**config.mk**
```make
export PLATFORM = sky130hd
export DESIGN_NAME = alu_mc
export DESIGN_NICKNAME = d
export VERILOG_FILES = /design/src/rtl/alu_mc.sv
export SDC_FILE = /design/constraint.sdc
export NUM_CORES = 1
export LEC_CHECK = 0
export BUFFER_PORTS_ARGS = -buffer_cell sky130_fd_sc_hd__buf_2
export CORE_ASPECT_RATIO = 0.8
export CORE_MARGIN = 10
export CORE_UTILIZATION = 40
export DETAILED_ROUTE_END_ITERATION = 10
export MAX_ROUTING_LAYER = met4
export PLACE_DENSITY = 0.62
export SYNTH_ARGS = -nofsm -noshare
export SYNTH_HDL_FRONTEND = slang
export SYNTH_SLANG_ARGS = --single-unit
```
**constraint.sdc**
```tcl
create_clock -name clk -period 2.9 [get_ports clk]
set_input_delay 0 -clock clk [delete_from_list [all_inputs] [get_ports clk]]
set_output_delay 0 -clock clk [all_outputs]
set_load 0.02 [all_outputs]
```
**src/rtl/alu_mc.sv**
```systemverilog
// alu_mc: handshaked ALU, single-cycle ops plus optional WIDTH-cycle shift-add multiply.
// Define ALU_MC_MUL_EN to build the MUL datapath/state; otherwise op 9 is illegal.
module alu_mc #(
    parameter int WIDTH = 32
) (
    input  logic             clk,
    input  logic             reset,
    input  logic             in_valid,
    output logic             in_ready,
    input  logic [3:0]       op,
    input  logic [WIDTH-1:0] src1,
    input  logic [WIDTH-1:0] src2,
    output logic             out_valid,
    input  logic             out_ready,
    output logic [WIDTH-1:0] alu_result,
    output logic             alu_overflow,
    output logic             illegal_op
);
    localparam int SHW = $clog2(WIDTH);

`ifdef ALU_MC_MUL_EN
    typedef enum logic [1:0] {IDLE, MUL, HOLD} state_t;
`else
    typedef enum logic [1:0] {IDLE, HOLD} state_t;
`endif

    state_t state, state_n;
    logic [SHW-1:0]   sh;
    logic [WIDTH-1:0] sum, diff, rot, res;
    logic             ovf, ill;

    assign sh        = src2[SHW-1:0];
    assign sum       = src1 + src2;
    assign diff      = src1 - src2;
    assign rot       = WIDTH'({src1, src1} >> sh);
    assign in_ready  = state == IDLE;
    assign out_valid = state == HOLD;

    always_comb begin
        res = '0;
        ovf = 1'b0;
        ill = 1'b0;
        case (op)
            4'd0: begin
                res = sum;
                ovf = (src1[WIDTH-1] == src2[WIDTH-1]) && (sum[WIDTH-1] != src1[WIDTH-1]);
            end
            4'd1: begin
                res = diff;
                ovf = (src1[WIDTH-1] != src2[WIDTH-1]) && (diff[WIDTH-1] != src1[WIDTH-1]);
            end
            4'd2:    res = src1 & src2;
            4'd3:    res = src1 | src2;
            4'd4:    res = src1 ^ src2;
            4'd5:    res = src1 >> sh;
            4'd6:    res = src1 << sh;
            4'd7:    res = rot;
            4'd8:    res = src1;
            default: ill = 1'b1;
        endcase
    end

`ifdef ALU_MC_MUL_EN
    logic [SHW-1:0]     cnt;
    logic [WIDTH-1:0]   mcand;
    logic [2*WIDTH-1:0] acc, acc_n;
    logic [WIDTH:0]     psum;

    // acc holds {partial product, remaining multiplier bits}; one bit retires per cycle
    assign psum  = {1'b0, acc[2*WIDTH-1:WIDTH]} + (acc[0] ? {1'b0, mcand} : '0);
    assign acc_n = {psum, acc[WIDTH-1:1]};

    always_ff @(posedge clk) begin
        if (!reset) begin
            cnt   <= '0;
            mcand <= '0;
            acc   <= '0;
        end else if (state == IDLE && in_valid && op == 4'd9) begin
            cnt   <= '0;
            mcand <= src1;
            acc   <= {{WIDTH{1'b0}}, src2};
        end else if (state == MUL) begin
            cnt <= cnt + 1'b1;
            acc <= acc_n;
        end
    end
`endif

    always_ff @(posedge clk) begin
        if (!reset) state <= IDLE;
        else state <= state_n;
    end

    always_comb begin
        state_n = state;
        case (state)
`ifdef ALU_MC_MUL_EN
            IDLE:    if (in_valid) state_n = op == 4'd9 ? MUL : HOLD;
            MUL:     if (&cnt) state_n = HOLD;
`else
            IDLE:    if (in_valid) state_n = HOLD;
`endif
            HOLD:    if (out_ready) state_n = IDLE;
            default: state_n = IDLE;
        endcase
    end

    always_ff @(posedge clk) begin
        if (!reset) begin
            alu_result   <= '0;
            alu_overflow <= 1'b0;
            illegal_op   <= 1'b0;
        end else if (state == IDLE && state_n == HOLD) begin
            alu_result   <= res;
            alu_overflow <= ovf;
            illegal_op   <= ill;
        end
`ifdef ALU_MC_MUL_EN
        else if (state == MUL && &cnt) begin
            alu_result   <= acc_n[WIDTH-1:0];
            alu_overflow <= |acc_n[2*WIDTH-1:WIDTH];
            illegal_op   <= 1'b0;
        end
`endif
    end
endmodule

```
# Word-level counts from Yosys, hierarchy flattened
# Cells that the tools add are included.
[op_classes]
n_addsub = 2
n_eq_ne = 14
shift = 3
n_mux = 6
bitwise = 3
reduce_logical = 6
[ops]
columns = ["op", "n"]
rows = [
  ["32-bit case mux with 9 select lines", 1],
  ["64-bit by 5-bit >> shifter with 32-bit output", 1],
  ["32-bit adder", 1],
  ["32-bit bitwise AND", 1],
  ["32-bit bitwise OR", 1],
  ["32-bit by 5-bit left shift with 32-bit output", 1],
  ["32-bit by 5-bit >> shifter with 32-bit output", 1],
  ["32-bit subtractor", 1],
  ["32-bit XOR", 1],
  ["4-bit by 3-bit == test with 1-bit output (second input constant)", 4],
  ["9-bit OR reduction", 1],
  ["4-bit by 2-bit == test with 1-bit output (second input constant)", 2],
  ["2-bit by 1-bit == test with 1-bit output (second input constant)", 2],
  ["4-bit by 1-bit == test with 1-bit output (second input constant)", 1],
  ["4-bit == test (second input constant)", 1],
  ["4-bit zero test", 1],
  ["2-bit 2-to-1 mux", 2],
  ["2-bit case mux with 2 select lines", 1],
  ["1-bit logical AND", 3],
  ["1-bit != test", 3],
  ["2-bit zero test", 1],
  ["1-bit case mux with 2 select lines", 1],
  ["1-bit == test", 1],
  ["1-bit 2-to-1 mux", 1],
]
[word_totals]
ff_bits = 36
inputBits = 72

# Depth between registers and ports, before layout
[depth]
ltp_word = 4
mapped_depth = 15

# Least setup slack after synthesis
# Ideal clock, no wire load.
[synth_path]
path_kind = "in2reg"
from = "input port src2[3]"
to = "register alu_result[31]"
arrival_time_ns = 2.762
required_time_ns = 2.831
path_slack_ns = 0.069
path_stages = 14
cell_sequence = "inv_1 > buf_6 > clkbuf_1 > buf_6 > ha_1 > buf_2 > nand4b_1 > a211o_1 > o211a_1 > a211oi_2 > nor3_1 > o21a_1 > o41a_1 > o21ai_1"
[synth_via]
elab_chain_cells = 2
[synth_lines]
columns = ["item", "line_no", "rtl"]
rows = [
  ["start, declared", "12", "input logic [WIDTH-1:0] src2,"],
  ["32-bit subtractor, or another cell as far along", "34", "assign diff = src1 - src2;"],
  ["32-bit case mux with 9 select lines (*)", "43", "case (op)"],
  ["end signal, assigned", "114", "alu_result <= res;"],
  ["end, declared", "15", "output logic [WIDTH-1:0] alu_result,"],
]
# Every way passes the cells marked *; elsewhere a longest branch is shown, timed or not.
# A chain may end at the register's enable or synchronous reset.

# Final worst setup path
[layout_path]
from = "input port src2[0]"
to = "register alu_result[29]"
# The elaborated chain is that of the path after synthesis.

==> flow_summary.toml <==
[synth]
synthSimpleGateAreaFrac_pct = 18.6
synth-xor-area-share_pct = 1.07
synth_flop_cell = "dfxtp_1"
synth_compound_area_share_pct = 32.5
ys_types = 88
synth_most_common_cell = "nor2_1"
synth_top_family_by_area = "compound AO/OA/AOI/OAI gates"
synthTopCellsByArea = "ha_1 12%, mux4_2 7.9%, dfxtp_1 6.8%"
syn_avg_cell_area_um2 = 7.32
synth_async_sr_flop_share_pct = 0
synth-seq-cells = 36
synth_largest_area_cell = "ha_1"
muxShareOfSynthArea_pct = 18.8
ys_top_cells_by_count = "152 x nor2_1, 139 x nand2_1, 130 x a21oi_1, 116 x o21ai_0, 105 x ha_1"
syn_area_um2 = 10600
synth-seq-area-share_pct = 6.80
synth_adder_area_share_pct = 12.8
synth_top_area_share_pct = 12.4
synth_nets = 1627
synth_edf_count = 0
synth_cells = 1448
yosys_warnings = 0

[worst_setup_path]
cp-end-kind = "register"
critical_path.startpoint = "src2[0]"
critPathMaxFanout = 20
crit_type = "in2reg"
cp-start-kind = "input port"
required_ns = 3.09
worstPathArrival_ns = 2.98
r2r_start = "state[0]$_SDFF_PN0_"

[die]
ioPinCount = 108
initial_core_util_pct = 40.4
die-area_um2 = 33400
row_count = 53
coreArea_um2 = 26200
die_w_um = 202
dieHeight_um = 166

[clock_tree]
cts.sinks = 36
ctsResizeCount = 0
tritoncts = "yes"
clkTransAtPathRegs_ns = 0.07
h-tree-depth = 2
root_buffer = "clkbuf_16"
clockBufferDepth = 2
cts_buffers = 5
insertion_delay_ns = 0.30

[global_route]
grt_pass1_vias = 12078
grt_start_max_net_pins = 67
grt_util_all_layers_pct = 34.3
grt_pass1_wl_um = 83300
antenna_found_initial = 1
overflow = 0

[route]
final_antenna_net_count = 0
wire_per_inst_um = 28.7
avgViaCountPerCell = 6.60
first_pass_iters = 6
drt_iter0_drc = 1934
drt_wl_total_um = 58000
vias = 13332
drc = 0

[placement]
place_area_um2 = 12700
hpwl_um = 47400
routabilityCongestion = 1.08
io_buffer_count = 107
place_inst = 2009

[final_layout]
syn2layout_area_growth_pct = 21.6
stdcell_count = 2020
fin_util_pct = 49.2
final_nets = 1839
drive_gt1_share_pct = 24.6
finalInstanceArea_um2 = 12900

[timing]
period_share_pct = 96.1
rsz0062_at_grt = "no"
clock.fmax_mhz = 359
skew_ns = 0.00719
post-route-min-period_ns = 2.79
worstMarginPinSlew_ns = 0.885
tns_ns = 0
finalHoldViolations = 0
slew_headroom_pct = 40.5
hold_ws_ns = 0.0513
finalSetupViolations = 0
slew_violations = 0

[power]
intPower_uw = 1790
clockPowerShare_pct = 17.1
cellLeakagePower_uw = 0.00578
peakVddDrop_uv = 201
power_density_nw_per_um2 = 275
p_seq_share_pct = 14.7
p_sw_share_pct = 49.5
netSwitchingPower_uw = 1750
combPwrFrac_pct = 68.2

[outcome]
status = "finished, final reports clean"

[flow_run]
drv_cap = 0

[worst_hold_path]
hold_path.startpoint = "reset"
hp-class = "in2reg"
worst max-delay path, stage by stage:
cell	delay [ns]
buf_2	0.13
buf_12	0.18
buf_4	0.19
mux4_2	0.60
nand3_1	0.17
o31ai_1	0.23
o2bb2ai_1	0.26
o21ai_0	0.55
nand3_1	0.24
a21o_1	0.22
o21ai_1	0.12
nand3_1	0.07
registers in the layout (all words and copies together) (netlist names):
| register | count |
|---|---|
| state | 2 |
| illegal_op | 1 |
| alu_result | 32 |
| alu_overflow | 1 |
path summary, 6_finish.rpt:
check	to	slack (ns)	cells past startpoint
max	alu_result[29]$_SDFFE_PN0P_	0.11	12
min	alu_result[28]$_SDFFE_PN0P_	0.05	2
max reg2reg	alu_result[28]$_SDFFE_PN0P_	0.53	8
min reg2reg	alu_result[5]$_SDFFE_PN0P_	0.45	2
cells in the final DEF (no fill, tap or decap), types with 10 or more instances in the layout:
master / n
a22oi_1: 16
o22ai_1: 19
buf_4: 206
mux4_2: 37
o211ai_1: 17
nor3_1: 34
mux2_2: 22
a21o_1: 17
mux4_1: 16
buf_2: 106
o31ai_1: 16
ha_1: 105
xnor2_1: 12
nand2b_1: 16
o221ai_1: 19
nand2_1: 139
a21oi_1: 130
nor2_1: 152
o21bai_1: 12
nand3_1: 21
mux2i_1: 49
a221oi_1: 28
dfxtp_1: 36
a211oi_1: 20
and2_1: 10
inv_1: 94
buf_12: 10
o21ai_0: 116
power by group through the flow:
stage / clock network [µW] / logic (µW) / registers, µW
after CTS: 603 / 2330 / 520
after global routing: 633 / 2530 / 522
final: 604 / 2410 / 520
after floorplan: 0 / 1290 / 546
after global placement: 0 / 2320 / 531
after detailed placement: 0 / 2310 / 531
per-stage QoR:
stage	power, µW	setup slack [ns]
2_1_floorplan	1840	0.0688
3_3_place_gp	2850	0.0272
3_5_place_dp	2840	-0.0139
4_1_cts	3450	0.271
5_1_grt	3690	0.0807
6_report	3540	0.113
kinds of logic (layout without fill, tap and decap cells):
family | Yosys count | in the layout
buffers and inverters | 217 | 430
muxes | 124 | 124
adders and majority gates | 107 | 107
other | 1 | 3
DFF | 36 | 36
and+or+nand+nor | 434 | 434
xor gates and xnor gates | 13 | 13
AOI/OAI and AO/OA | 516 | 516
layer usage:
layer / part of all wire [%] / track usage (%)
met5: 0 / -
met4: 3.5 / 10.2
met3: 12 / 6.73
met2: 41 / 49.5
met1: 43 / 47.3
layout make-up:
| type | instances | area [µm²] |
|---|---|---|
| fill | 2685 | 13300 |
| multi-input combinational | 1195 | 8890 |
| timing repair buffer | 323 | 2290 |
| sequential | 36 | 721 |
| tap | 357 | 447 |
| inverter | 99 | 372 |
| clock buffer | 7 | 143 |
| clock inverter | 1 | 7.51 |
| antenna | 2 | 5.00 |
repair_timing:
action,CTS,global route
buffers inserted,0,0
endpoints found under the setup margin,0,0
hold buffers,1,0
hold endpoints to repair,1,0
Power figures use the tool's default switching activity.
